## config.mk

```make
export PLATFORM = sky130hd
export DESIGN_NAME = flag_ring_anim
export DESIGN_NICKNAME = d
export VERILOG_FILES = /design/src/rtl/flag_ring_anim.sv
export SDC_FILE = /design/constraint.sdc
export NUM_CORES = 1
export LEC_CHECK = 0
export ABC_AREA = 1
export BUFFER_PORTS_ARGS = -buffer_cell sky130_fd_sc_hd__buf_2
export CAP_MARGIN = 0
export CORE_MARGIN = 3
export CORE_UTILIZATION = 30
export CTS_CLUSTER_SIZE = 40
export DETAILED_ROUTE_END_ITERATION = 16
export GPL_TIMING_DRIVEN = 0
export HOLD_SLACK_MARGIN = 0.03
export PLACE_DENSITY = 0.42
export SYNTH_ARGS = -nofsm -noshare
export SYNTH_HDL_FRONTEND = slang
export SYNTH_SLANG_ARGS = --single-unit
```

## constraint.sdc

```tcl
create_clock -name clk -period 13.5 [get_ports clk]
set_input_delay 1.35 -clock clk [delete_from_list [all_inputs] [get_ports clk]]
set_output_delay 1.35 -clock clk [all_outputs]
set_load 0.01 [all_outputs]
```

## src/rtl/flag_ring_anim.sv

```systemverilog
// flag_ring_anim: dithered stripe-flag renderer with a bouncing ring emblem, 2-cycle pipeline.
module flag_ring_anim #(
   parameter int STRIPES  = 5,
   parameter int H_ACTIVE = 640,
   parameter int V_ACTIVE = 480,
   parameter int R_OUTER  = 101,
   parameter int R_INNER  = 64,
   parameter int SPEED    = 1
) (
   input  logic        clk,
   input  logic        rst,
   input  logic [9:0]  pix_x,
   input  logic [9:0]  pix_y,
   input  logic        frame_start,
   input  logic        anim_en,
   input  logic        wr_en,
   input  logic [2:0]  wr_addr,
   input  logic [11:0] wr_data,
   output logic [5:0]  color
);
   localparam int         BAND = V_ACTIVE / STRIPES;
   localparam logic [9:0] HA   = 10'(H_ACTIVE);
   localparam logic [9:0] VA   = 10'(V_ACTIVE);
   localparam logic [9:0] CY   = 10'(V_ACTIVE / 2);
   localparam logic [9:0] CX0  = 10'(H_ACTIVE / 2);
   localparam logic [9:0] LO   = 10'(R_OUTER);
   localparam logic [9:0] HI   = 10'(H_ACTIVE - 1 - R_OUTER);
   localparam logic [9:0] STEP = 10'(SPEED);
   localparam logic [20:0] RI2 = 21'(R_INNER * R_INNER);
   localparam logic [20:0] RO2 = 21'(R_OUTER * R_OUTER);

   logic [11:0] pal_q [8];
   logic [9:0]  cx_q, cx_d;
   logic        dir_q, dir_d;
   logic [2:0]  idx;
   logic [11:0] ent;
   logic [5:0]  stripe_d, stripe_q;
   logic        act_d, act_q;
   logic [9:0]  dx_d, dy_d, dx_q, dy_q;
   logic [20:0] r2;
   logic [5:0]  color_d, color_q;

   always_ff @(posedge clk)
      if (rst) for (int i = 0; i < 8; i++) pal_q[i] <= '0;
      else if (wr_en && int'(wr_addr) < STRIPES) pal_q[wr_addr] <= wr_data;

   // bounce: clamp to the bound and reverse when the step would reach or cross it
   logic adv, hit_hi, hit_lo;
   assign adv    = frame_start && anim_en;
   assign hit_hi = cx_q + STEP >= HI;
   assign hit_lo = cx_q <= LO + STEP;
   assign cx_d   = !adv ? cx_q : dir_q ? (hit_hi ? HI : cx_q + STEP) : (hit_lo ? LO : cx_q - STEP);
   assign dir_d  = !adv ? dir_q : dir_q ? !hit_hi : hit_lo;

   always_ff @(posedge clk)
      if (rst) begin
         cx_q  <= CX0;
         dir_q <= 1'b1;
      end else begin
         cx_q  <= cx_d;
         dir_q <= dir_d;
      end

   // comparator chain: last band absorbs remainder rows
   always_comb begin
      idx = '0;
      for (int k = 1; k < STRIPES; k++) if (pix_y >= 10'(k * BAND)) idx = 3'(k);
   end

   assign ent      = pal_q[idx];
   assign stripe_d = (pix_x[0] ^ pix_y[0]) ? ent[5:0] : ent[11:6];
   assign act_d    = pix_x < HA && pix_y < VA;
   assign dx_d     = pix_x >= cx_q ? pix_x - cx_q : cx_q - pix_x;
   assign dy_d     = pix_y >= CY ? pix_y - CY : CY - pix_y;

   always_ff @(posedge clk)
      if (rst) begin
         stripe_q <= '0;
         act_q    <= 1'b0;
         dx_q     <= '0;
         dy_q     <= '0;
      end else begin
         stripe_q <= stripe_d;
         act_q    <= act_d;
         dx_q     <= dx_d;
         dy_q     <= dy_d;
      end

   assign r2      = 21'(dx_q) * 21'(dx_q) + 21'(dy_q) * 21'(dy_q);
   assign color_d = !act_q ? 6'd0 : r2 < RI2 ? 6'd0 : r2 < RO2 ? 6'h3f : stripe_q;

   always_ff @(posedge clk)
      if (rst) color_q <= '0;
      else color_q <= color_d;

   assign color = color_q;
endmodule

```

== Yosys cells after proc, flatten, opt, wreduce, memory -nomap -nowiden ==
Memories as Yosys holds them, arrays and structs flattened.
Index checks and enable logic that the tools add are counted.
Cells by class
  divide/modulo/power cells: 0
  bitwise gates (word level): 2
  magnitude comparators: 13
  $mul: 2
  reduce and logical (&&, ||, !) cells: 6
  equality and inequality tests: 0
  add/sub/neg operators: 7
  multiplexer cells: 20
  shifts and indexed selects: 0
Operators with widths (number)
  10-bit 2-to-1 mux: 5
  10-bit by 10-bit multiplier with 20-bit output: 2
  20-bit by 20-bit adder with 21-bit output: 1
  21-bit by 13-bit < comparator with 1-bit output, second input constant: 1
  21-bit by 14-bit < comparator with 1-bit output, second input constant: 1
  10-bit by 8-bit greater-or-equal comparator with 1-bit output, second input constant: 2
  10-bit by 9-bit greater-or-equal comparator with 1-bit output, second input constant: 2
  10-bit subtractor: 2
  12-bit 2-to-1 mux: 1
  3-bit 2-to-1 mux: 4
  6-bit 2-to-1 mux: 2
  12-bit OR reduction: 1
  10-bit by 1-bit adder with 10-bit output, second input constant: 1
  10-bit greater-or-equal comparator: 1
  10-bit greater-or-equal comparator, second input constant: 1
  10-bit by 7-bit greater-or-equal comparator with 1-bit output, second input constant: 1
  10-bit by 7-bit <= comparator with 1-bit output, second input constant: 1
  10-bit < comparator, second input constant: 1
  10-bit by 9-bit < comparator with 1-bit output, second input constant: 1
  10-bit by 1-bit subtractor with 10-bit output, second input constant: 1
  10-bit by 8-bit subtractor with 10-bit output, second input constant: 1
  8-bit by 10-bit subtractor with 10-bit output, first input constant: 1
  1-bit 2-to-1 mux: 8
  1-bit logical AND: 3
  other kinds (5): 5
Word-level totals
  input bits: 40
  memories kept: 1
  memory bits (read-only): 0
  output and inout port bits: 6
  bits in latches: 0
  memory bits (writable): 96
  register bits: 44
Memory list
  pal_q: words 8, width 12, rd ports 1, clocked after memory_dff 0, wr ports 8, line 32  | logic [11:0] pal_q [8];

== Logic depth before layout (Yosys ltp) ==
Gate-level depths: netlist (run 1).
  depth after elaboration: 7
  depth in mapped cells: 31
  mapped depth without buffers: 30

== Least setup slack after synthesis (run 1) ==
OpenSTA, ideal clock, no wires.
  path kind: reg2reg
  start: register dy_q[0]
  end: register color_q[0], in the netlist color[0]
  setup time: 0.064 ns
  required time: 13.436 ns
  data arrival time: 5.933 ns
  path slack: 7.503 ns
  cell stages (with the launch flop): 27
  buffers on the path: 1
  cells stage by stage: dfxtp_1 > clkbuf_1 > nand2_1 > fa_1 > fa_1 > inv_1 > fa_1 > fa_1 > fa_1 > fa_1 > inv_1 > fa_1 > inv_1 > ha_1 > nand2_1 > inv_1 > a21oi_1 > nand3_1 > nand2_1 > nand2_1 > nand2_1 > nand3_1 > nor2_1 > nand3_1 > nand2_1 > inv_1 > nor2_1
On the way
  longest elaborated chain between the ends: 4
RTL lines
  from (decl): line 39  | logic [9:0] dx_d, dy_d, dx_q, dy_q;
  from (signal assigned): line 86  | dy_q <= dy_d;
  10-bit by 10-bit multiplier with 20-bit output (*): line 89  | assign r2 = 21'(dx_q) * 21'(dx_q) + 21'(dy_q) * 21'(dy_q);
  20-bit by 20-bit adder with 21-bit output (*): line 89
  21-bit by 13-bit < comparator with 1-bit output or 21-bit by 14-bit < comparator with 1-bit output (tied branches): line 90  | assign color_d = !act_q ? 6'd0 : r2 < RI2 ? 6'd0 : r2 < RO2 ? 6'h3f : stripe_q;
  3-bit OR reduction (no source line) or 6-bit 2-to-1 mux (tied branches)
  to (signal assigned): line 94  | else color_q <= color_d;
  to (decl): line 41  | logic [5:0] color_d, color_q;
Every way passes the cells marked *; elsewhere a longest branch is shown, timed or not.
A chain may end at the register's enable or synchronous reset.

== Worst setup path after layout (run 1) ==
  start: register dy_q[0]
  end: register color_q[3], in the netlist color[3]
The elaborated chain is that of the path after synthesis.

==> results by group, run 1 <==
Die
  – Die width: 209 um
  – Core footprint: between 0.04 and 0.05 sq mm
  – Row Count: 73
  – Die Height: roughly 210 um
  – Starting density of the core: 30.7%
  – # IOs: 46
  – Die area: roughly 0.044 sq mm

Finish
  – Nets@finish: 1930
  – Most common cell after layout, fill and taps aside: inv_1
  – Fraction of layout cells with a size suffix above 1: under 10%
  – Antenna diodes: 0
  – Most frequent cells in the layout: inv_1 (362), nand2_1 (334), nor2_1 (139)
  – Synthesis-to-layout area growth: 12.2%

Detailed routing
  – Routed WL per cell: 14.9 um
  – Final wirelength: between 30 and 40 mm
  – # DRC: 0
  – Antenna-violating nets left: 0
  – First-pass DRT Iterations: 5
  – Initial DRC Count: approximately 380
  – Via count: around 9.7k
  – Routed vias/inst: between 4 and 5

Global routing
  – Total GRT Usage: 15.5%
  – First-pass GRT wire length: roughly 54 mm
  – Largest net degree at the start of global routing: 17
  – Vias in the first global route: about 10k
  – Initial antenna violation count: 0
  – Global route overflow: 0

CTS
  – Clock Latency Late Sink: ~0.43 ns
  – Total CTS buffers: 17
  – Clk pin slew, worst setup/hold paths: approximately 0.060 ns
  – Buffer count from post-CTS setup fixing: 0
  – Root Driver: clkbuf_16
  – Post-CTS sizing: 0
  – # H-tree levels: 4
  – CTS tree: yes
  – Clk buf depth: 2
  – CTS Hold Bufs: 0
  – CTS sink count: around 120

Synthesis
  – Synth top area share: 21.3%
  – Yosys reg bits: around 120
  – Syn avg cell area: around 7.8 sq um
  – Simple-Gate Fraction of Synth Area: 19.8%
  – Synth Warn #: 0
  – Largest area contributor in the netlist: fa_1
  – Unique masters post-synth: 39
  – Post-synth EDFFs: 72
  – Seq/Total Area, Yosys: between 20 and 25%
  – Mux contribution to synthesized area: 0%
  – Largest cells by area after synthesis: fa_1 (21%), edfxtp_1 (18%), ha_1 (11%)
  – Xor/xnor share of the synthesized area: roughly 3.0%
  – Gate Count Post-Synth: 1575
  – Largest family of logic cells by synthesized area: adder cells
  – Cell area after synthesis: about 0.012 sq mm
  – Share of flip-flops with an asynchronous set or reset: 0%
  – Synth Area in Compound Gates: between 6 and 7%
  – Adder-Cell Fraction of Synth Area: between 30% and 40%
  – Synth Flop Type: edfxtp_1

STA
  – F_max: 141 MHz
  – Relative slew slack: a little over two fifths
  – Final setup fails: 0
  – Worst clock skew: approximately 0.014 ns
  – Final slew viol count: 0
  – Setup TNS: 0 ns
  – Tcrit/Tclk final: between 50% and 60%
  – RSZ-0062 raised after global routing: no
  – Minimum clock period: between 7 and 8 ns
  – Final Hold Viols: 0
  – Slew @ Worst Pin: around 0.85 ns

Worst setup path
  – Reg2Reg Depth: 26
  – Worst reg2reg startpoint: dy_q[0]
  – Worst setup startpoint: dy_q[0]
  – Crit path launch type: register
  – Critical Path RT: between 10 and 15 ns
  – Crit Path Max Fanout: 10
  – CP endpoint kind: register
  – WS Path Type: reg -> reg
  – Critical Path AT: around 7.5 ns

Min path
  – Hold Crit Class: reg -> reg
  – Worst Hold Path Cells: 4
  – Hold Startpoint: stripe_q[4]

Power
  – Total power: roughly 1900 uW
  – Power Dens Cells: approximately 140 mW/mm^2
  – Worst vdd ir: 111 uV
  – Cell leakage power: 0.00752 uW

Place
  – PortBufs: 44
  – Global placer's final weighted congestion: around 0.84
  – HPWL after DPL: between 20 and 30 mm

Flow run
  – Max-cap viol count: 0

Status
  – Status: completed
[area by class of cell]
cell class	count	area, sq um
well taps	525	657
plain buffers	59	264
inverters	363	1360
multi-input cells	1048	7690
flip-flops and latches	116	3040
clock inverters	12	114
clock buffers	20	468
repair buffers	44	220
fillers	4351	26400
[Yosys cell counts, drive strengths merged (2+ instances only)]
cell and count:
a31oi 13, nand3 95, nor3 11, nand2 335, o21ai 44, a21oi 83, dfxtp 44, fa 131
nand3b 8, nor4 2, xor2 30, nand4 3, a211oi 3, edfxtp 72, xnor2 12, buf 17
o21bai 2, clkbuf 42, o211ai 3, inv 363, nor2 140, a21o 5, ha 110
[stage by stage]
step / cells / hold WS (ns) / setup WS (ns) / utilization [%] / cell area, sq um
global route: 2187 / 0.520 / 5.85 / 34.4 / 13800
floorplan: 1586 / 0.467 / 7.50 / - / 12400
finish: 2187 / 0.487 / 6.40 / 34.4 / 13800
CTS: 2187 / 0.492 / 6.26 / 34.4 / 13800
detailed placement: 2155 / 0.482 / 6.28 / 32.9 / 13200
global placement: 2155 / 0.484 / 6.32 / 32.9 / 13200
[final timing paths]
path         endpoint  slack, ns
min reg2reg  color[4]       0.49
max reg2reg  color[3]       6.40
max          color[3]       6.40
min          color[4]       0.49
[sequential cells by signal, indices dropped and copies added (netlist names)]
name      count
color         6
dir_q         1
pal_q        72
dy_q         10
dx_q         10
act_q         1
stripe_q      6
cx_q         10
[worst max-delay path: stages, from the launching register on]
cell      delay (ns)
dfxtp_1         0.41
clkbuf_1        0.52
nand2_1         0.27
fa_1            0.57
fa_1            0.55
inv_1           0.05
fa_1            0.52
fa_1            0.53
fa_1            0.52
fa_1            0.58
inv_1           0.07
fa_1            0.50
inv_1           0.05
ha_1            0.35
nand2_1         0.08
nand2_1         0.11
a21oi_1         0.27
nand3_1         0.18
nand2_1         0.11
nand3_1         0.07
nand2_1         0.07
nand2_1         0.05
nor2_1          0.11
nand3_1         0.20
nand2_1         0.12
inv_1           0.04
nor2_1          0.12
[report_power, final]
part           internal (uW)  switching [uW]
sequential               403            13.8
clock                    272             180
combinational            376             660
total                   1050             853
[layer usage]
| layer | wire length (um) | track usage, % |
|---|---|---|
| met4 | 264 | 2.61 |
| met2 | 16400 | 28.0 |
| met3 | 710 | 1.71 |
| met5 | 0 | 0 |
| met1 | 15200 | 20.2 |
[logic make-up (layout without fill, tap and decap cells)]
kind of cell | count (synthesis) | count (layout)
compound gates | 156 | 156
buf+inv | 422 | 498
other cells | 1 | 12
xor+xnor | 42 | 42
flops | 116 | 116
fa+ha+maj | 241 | 241
simple gates | 597 | 597
Note: power is estimated with default switching activity, not from simulation.
==> run 2, diff against run 1 <==
==> constraint.sdc (replaced) <==
create_clock -name clk -period 7.2 [get_ports clk]
set_input_delay 0.72 -clock clk [delete_from_list [all_inputs] [get_ports clk]]
set_output_delay 0.72 -clock clk [all_outputs]
set_load 0.01 [all_outputs]
==> run 2 against run 1 <==
Effect of this change:
- clock skew is essentially flat
- critical path type unchanged
- largest power group unchanged
- sequential cell count did not move
- global-route usage unchanged
- clock power up 87%
- non-clock buffer count shrank 10
- core utilization about the same
- worst setup slack worse by 5.9 ns
- combinational power is 85% higher
- die area is the same
- register-to-register slack worse by 5.9 ns
- fmax increased by 6.1%
- hold slack is essentially flat
==> results by group, run 2 (same netlist as run 1, synthesis figures left out) <==
Status
  – Status: completed

Power
  – Sw power: 1600 uW (+88%)
  – Cell Int Power: 1970 uW (+88%)
  – Power Dens Cells: 259 mW/mm^2 (+88%)
  – Worst vdd ir: 209 uV (+88%)
  – Clock Power Share: 23.6% (about the same)
  – Cell leakage power: 0.00754 uW (+0.31%)
  – Logic pwr share: 53.8% (-0.6 points)
  – Reg power frac: 22.6% (+0.7 points)
  – Sw frac: 44.8% (about the same)

CTS
  – CTS sink count: 116 (unchanged)
  – Root Driver: clkbuf_16
  – # H-tree levels: 4 (unchanged)
  – Clk buf depth: 2 (unchanged)
  – Clock Latency Late Sink: 0.43 ns (about the same)
  – Total CTS buffers: 17 (unchanged)
  – Clk pin slew, worst setup/hold paths: 0.06 ns (about the same)
  – CTS tree: yes

STA
  – Relative slew slack: 45.4% (+2.4 points)
  – Final slew viol count: 0 (unchanged)
  – Slew @ Worst Pin: 0.819 ns (-0.0364 ns)
  – Final setup fails: 0 (unchanged)
  – Final Hold Viols: 0 (unchanged)
  – Worst clock skew: 0.0136 ns (-0.000243 ns)
  – RSZ-0062 raised after global routing: no
  – Tcrit/Tclk final: 93.0% (+40 points)
  – F_max: 149 MHz (+6.1%)
  – Minimum clock period: 6.70 ns (-0.406 ns)
  – Setup TNS: 0 ns (unchanged)

Die
  – Die area: 0.0435 sq mm (unchanged)
  – Die Height: 209 um (unchanged)
  – Die width: 209 um (unchanged)
  – Row Count: 73 (unchanged)
  – Starting density of the core: 30.7% (unchanged)
  – # IOs: 46 (unchanged)
  – Core footprint: 0.0402 sq mm (unchanged)

Worst setup path
  – Crit path launch type: register
  – Crit Path Max Fanout: 10 (unchanged)
  – FF-to-FF setup slack: 0.50 ns (-5.89 ns)
  – Critical Path RT: 7.51 ns (-6.34 ns)
  – WS Path Type: reg -> reg
  – Reg2Reg Depth: 25 (-3.8%)
  – Crit Reg-Reg Endpoint: color[3]
  – Critical Path AT: 7.01 ns (-0.45 ns)
  – CP endpoint kind: register
  – Worst reg2reg startpoint: dy_q[0]

Min path
  – Hold Crit Class: reg -> reg
  – Hold Startpoint: stripe_q[4]
  – Worst Hold Path EP: color[4]
  – Worst Hold Path Cells: 4 (unchanged)

Finish
  – Final non-filler cell total: 2177 (-0.46%)
  – Fraction of layout cells with a size suffix above 1: 6.66% (+0.88 points)
  – Most frequent cells in the layout: inv_1 (362), nand2_1 (334), nor2_1 (139)
  – Nets@finish: 1920 (-0.52%)
  – Largest register FFs: 72 (unchanged)
  – Most common cell after layout, fill and taps aside: inv_1
  – Antenna diodes: 0 (unchanged)
  – Register name with the most flops: pal_q
  – Synthesis-to-layout area growth: 12.1% (about the same)

Flow run
  – Max-cap viol count: 0 (unchanged)

Global routing
  – First-pass GRT wire length: 53.5 mm (unchanged)
  – Initial antenna violation count: 0 (unchanged)
  – Total GRT Usage: 15.5% (unchanged)
  – Largest net degree at the start of global routing: 17 (unchanged)
  – Vias in the first global route: 10.1k (unchanged)
  – Global route overflow: 0 (unchanged)

Place
  – HPWL after DPL: 26.7 mm (unchanged)
  – Global placer's final weighted congestion: 0.840 (unchanged)
  – PortBufs: 44 (unchanged)
  – Placed Cells: 2155 (unchanged)

Detailed routing
  – Antenna-violating nets left: 0 (unchanged)
  – Routed WL per cell: 14.9 um (+0.31%)
  – Initial DRC Count: 427 (+11%)
  – Final wirelength: 32.5 mm (-0.15%)
  – Via count: 9703 (-0.42%)
  – First-pass DRT Iterations: 5 (unchanged)
  – # DRC: 0 (unchanged)
  – Routed vias/inst: 4.46 (about the same)
==> run 2: cell type report <==
type | count | area [sq um]
Buffer | 49 | 246
Clock inverter | 12 | 114
Multi-Input combinational cell | 1048 | 7700
Fill cell | 4359 | 26400
Inverter | 363 | 1360
Timing Repair Buffer | 44 | 220
Sequential cell | 116 | 3050
Tap cell | 525 | 657
Clock buffer | 20 | 468
==> run 2: worst max-delay path, cell delays in order, from the launching register on <==
cell and delay [ns]:
dfxtp_1 0.42, clkbuf_4 0.27, nand2_1 0.16, fa_1 0.54
fa_1 0.55, inv_1 0.05, fa_1 0.52, fa_1 0.53
fa_1 0.52, fa_1 0.58, inv_1 0.07, fa_1 0.51
inv_1 0.05, ha_1 0.35, nand2_1 0.08, nand2_1 0.11
a21oi_1 0.27, nand3_1 0.18, nand2_1 0.11, nand3_1 0.07
nand2_1 0.07, nand2_1 0.05, nor2_1 0.14, nand3_1 0.10
nand2_1 0.18, nor2_1 0.09
==> run 2: power groups by stage <==
stage / logic [uW] / clock network [uW] / registers, uW
after detailed placement: 1990 / 0 / 796
after CTS: 2010 / 864 / 782
after global placement: 1990 / 0 / 796
after global routing: 2270 / 891 / 813
final: 1920 / 845 / 807
after floorplan: 1470 / 0 / 785
==> run 2: through the flow <==
step / hold slack, ns / cell area (sq um) / util, % / setup WS [ns] / power, uW
finish: 0.487 / 13800 / 34.4 / 0.503 / 3570
floorplan: 0.467 / 12400 / - / 1.20 / 2250
detailed placement: 0.482 / 13200 / 32.9 / -0.0170 / 2790
global route: 0.520 / 13800 / 34.4 / 0.0581 / 3970
global placement: 0.484 / 13200 / 32.9 / 0.0197 / 2790
CTS: 0.492 / 13800 / 34.4 / 0.104 / 3650
==> run 2: worst max path at each step <==
stage	from	end	cells past startpoint
after floorplan	dy_q[0]	color[0]	26
after global placement	dy_q[0]	color[1]	26
after detailed placement	dy_q[0]	color[3]	26
after CTS	dy_q[9]	color[3]	26
after global routing	dx_q[2]	color[3]	28
final	dy_q[0]	color[3]	25
==> run 2: timing repair <==
item                                    CTS  global route
hold buffers                              0             0
buffers inserted                          0             0
gates resized for setup                   2            27
endpoints found under the setup margin    2             6
hold endpoints to repair                  0             0
==> run 2: layer usage <==
layer  track usage [%]  wire length, um  vias up
li1                  -                -     4932
met1              20.2            15000     4623
met2              28.0            16400      130
met3              1.71              830       18
met4              2.61              273        0
met5                 0                0        -
==> run 3, diff against run 2 <==
--- a/config.mk
+++ b/config.mk
@@ -5,7 +5,6 @@
 export SDC_FILE = /design/constraint.sdc
 export NUM_CORES = 1
 export LEC_CHECK = 0
-export ABC_AREA = 1
 export BUFFER_PORTS_ARGS = -buffer_cell sky130_fd_sc_hd__buf_2
 export CAP_MARGIN = 0
 export CORE_MARGIN = 3
==> run 3 against run 2 <==
Effect of this change:
- area after synthesis down 1.1%
- power up 5.0%
- die area shrank 1.0%
- critical path depth fell by 3
==> results by group, run 3 <==
Die
  – Die Height: 208 um (-0.52%)
  – Die width: 208 um (-0.52%)
  – # IOs: 46 (unchanged)
  – Core footprint: 0.0399 sq mm (-0.68%)
  – Starting density of the core: 30.5% (-0.12 points)
  – Die area: 0.0431 sq mm (-1.0%)
  – Row Count: 73 (unchanged)

Detailed routing
  – Initial DRC Count: 387 (-9.4%)
  – Via count: 8762 (-9.7%)
  – Routed WL per cell: 16.6 um (+12%)
  – Antenna-violating nets left: 0 (unchanged)
  – First-pass DRT Iterations: 5 (unchanged)
  – Routed vias/inst: 4.70 (+5.4%)
  – # DRC: 0 (unchanged)
  – Final wirelength: 31.0 mm (-4.5%)

Finish
  – Most frequent cells in the layout: inv_1 (215), fa_1 (131), ha_1 (107)
  – Most common cell after layout, fill and taps aside: inv_1
  – Largest register FFs: 72 (unchanged)
  – Register name with the most flops: pal_q
  – Synthesis-to-layout area growth: 13.2%
  – Nets@finish: 1609 (-16%)
  – Fraction of layout cells with a size suffix above 1: 13.4% (+6.7 points)
  – Antenna diodes: 0 (unchanged)

CTS
  – Clk pin slew, worst setup/hold paths: 0.06 ns (about the same)
  – CTS Hold Bufs: 0 (unchanged)
  – Clock Latency Late Sink: 0.42 ns (about the same)
  – Total CTS buffers: 17 (unchanged)
  – Clk buf depth: 2 (unchanged)
  – Root Driver: clkbuf_16
  – # H-tree levels: 4 (unchanged)
  – CTS sink count: 116 (unchanged)
  – CTS tree: yes

Synthesis
  – Count leader, synth: inv_1
  – Synth top area share: 21.5% (+0.23 points)
  – Synth Warn #: 0 (unchanged)
  – Largest area contributor in the netlist: fa_1
  – Unique masters post-synth: 78 (+100%)
  – Gate Count Post-Synth: 1259 (-20%)
  – Yosys reg bits: 116 (unchanged)
  – Cell area after synthesis: 0.0122 sq mm (-1.1%)
  – Synth cell count leaders: inv_1 (215), fa_1 (131), ha_1 (110), and2_1 (106), nand2_1 (99)
  – Syn avg cell area: 9.68 sq um (+24%)
  – Largest cells by area after synthesis: fa_1 (22%), edfxtp_1 (18%), ha_1 (11%)
  – Share of flip-flops with an asynchronous set or reset: 0% (unchanged)
  – Seq/Total Area, Yosys: 25.0% (+0.27 points)
  – Synth Flop Type: edfxtp_1
  – Post-synth EDFFs: 72 (unchanged)

STA
  – Relative slew slack: 25.1% (-20 points)
  – Slew @ Worst Pin: 1.11 ns (+0.295 ns)
  – Final slew viol count: 0 (unchanged)
  – Worst clock skew: 0.00819 ns (-0.00537 ns)
  – Minimum clock period: 6.91 ns (+0.213 ns)
  – Tcrit/Tclk final: 96.0% (+3.0 points)
  – F_max: 145 MHz (-3.1%)
  – Final setup fails: 0 (unchanged)
  – Final Hold Viols: 0 (unchanged)
  – PnR worst setup slack: 0.290 ns (-0.213 ns)

Worst setup path
  – CP endpoint kind: register
  – Crit path launch type: register
  – Reg2Reg Depth: 22 (-12%)
  – Critical Path AT: 7.23 ns (+0.22 ns)
  – Most frequent CP cell: fa_1
  – Critical Path RT: 7.52 ns (about the same)
  – Worst reg2reg startpoint: dx_q[0]
  – Crit Path Max Fanout: 9 (-1)
  – CP max stage delay: 0.56 ns (-0.02 ns)
  – Worst path cell trace: clkbuf_4, nand2_1, inv_1, fa_1, ha_1, inv_1, fa_1, fa_1, inv_1, fa_1, fa_1, inv_1, fa_1, inv_1, ha_1, and4_2, o311ai_4, a311o_1, xnor2_1, o31a_1, a2111o_1, a221oi_2
  – WS Path Type: reg -> reg
  – Crit Reg-Reg Endpoint: color[3]
  – Slowest-stage cell, CP: fa_1
  – FF-to-FF setup slack: 0.29 ns (-0.21 ns)

Status
  – Status: completed

Power
  – Worst vdd ir: 247 uV (+18%)
  – Power Dens Cells: 272 mW/mm^2 (+5.1%)
  – Total power: 3750 uW (+5.0%)
  – Cell leakage power: 0.00646 uW (-14%)

Global routing
  – GRT met1 Usage: 19.4% (-0.82 points)
  – Met2 Track Usage GR: 27.5% (-0.52 points)
  – First-pass GRT wire length: 51.6 mm (-3.5%)
  – Vias in the first global route: 9440 (-6.1%)
  – Largest net degree at the start of global routing: 17 (unchanged)
  – Total GRT Usage: 15.1% (-0.33 points)
  – Grt peak-use layer: met2
  – Met3 Usage GRT: 1.66% (-0.049 points)
  – Initial antenna violation count: 0 (unchanged)
  – Global route overflow: 0 (unchanged)

Place
  – Pre-CTS WS: -0.869 ns (-0.852 ns)
  – Global placer's final weighted congestion: 0.799 (-4.8%)
  – PortBufs: 43 (-2.3%)
  – HPWL after DPL: 25.2 mm (-5.7%)

Min path
  – Hold Crit Class: reg -> reg
  – Hold Startpoint: stripe_q[1]
  – Worst Hold Path EP: color[1]
  – Worst Hold Path Cells: 2 (-2)

Flow run
  – Max-cap viol count: 0 (unchanged)
run 3: changes by cell type in the layout (fill, tap and decap cells not counted), sizes merged, moves of 16 or more:
| cell | before | now |
|---|---|---|
| a21oi | 83 | 42 |
| and2 | 1 | 106 |
| nand3 | 95 | 16 |
| nor2 | 140 | 67 |
| nand2 | 335 | 99 |
| xnor2 | 12 | 30 |
| o21ai | 44 | 28 |
| inv | 370 | 222 |
| xor2 | 30 | 7 |
run 3: stage by stage:
stage | utilization, % | hold WS (ns) | cell area (sq um) | instances | setup TNS (ns)
6_report | 34.6 | 0.442 | 13800 | 1865 | 0
2_1_floorplan | - | 0.432 | 12200 | 1270 | 0
3_5_place_dp | 32.8 | 0.443 | 13100 | 1838 | -4.78
4_1_cts | 34.4 | 0.447 | 13700 | 1864 | 0
3_3_place_gp | 32.8 | 0.441 | 13100 | 1838 | -4.48
5_1_grt | 34.6 | 0.479 | 13800 | 1865 | -0.00702
run 3: timing repair:
action                     in CTS  in global routing
cloned                          0                  0
setup endpoints to repair       6                  6
gates resized for setup        29                 26
pin swaps                       2                  8
buffers inserted                1                  1
run 3: worst max-delay path, delay by kind of cell (launching register included):
kind                       cells  cell delay (ns)
AOI/OAI and AO/OA              5             1.84
xor gates and xnor gates       1             0.08
adders and majority gates      8             3.61
buffers and inverters          6             0.46
DFF                            1             0.32
and+or+nand+nor                2             0.47
run 3: power breakdown:
part	switching, uW	leakage, uW	internal, uW
combinational	1290	0.00514	866
sequential	43.3	0.00106	757
clock	323	0.000261	475
total	1660	0.00646	2100
run 3: cell families (layout without fill, tap and decap cells):
logic type                 count (synthesis)  in the layout  synth area share [%]
DFF                                      116            116                  25.0
xor gates and xnor gates                  38             38                  2.84
adders and majority gates                242            242                  32.9
AOI/OAI and AO/OA                        170            170                  10.1
buffers and inverters                    273            343                  8.63
and+or+nand+nor                          388            388                  16.5
muxes                                     31             31                  4.09
other                                      1             12                0.0308
run 3: per-layer routing:
metal  up-vias  share of wire [%]
met2       107                 50
met4         0                1.4
met5         -                  0
met1      4356                 46
met3        20                2.0
li1       4279                  -
run 3: worst max-delay path by stage:
stage | start | to | slack, ns | depth (start not counted)
4_1_cts | dy_q[0] | color[3] | 0.03 | 21
2_1_floorplan | dx_q[2] | color[0] | 0.54 | 23
3_5_place_dp | dx_q[2] | color[3] | -0.87 | 23
3_3_place_gp | dx_q[2] | color[3] | -0.81 | 23
5_1_grt | dy_q[1] | color[3] | -0.007 | 23
6_report | dx_q[0] | color[3] | 0.29 | 22
run 3: cell type report:
type,count,area [sq um]
clock inverter,14,126
timing repair buffer,45,230
multi-input combinational,881,8220
sequential,116,3070
buffer,51,258
tap,525,657
fill,4151,26100
inverter,216,811
clock buffer,17,425
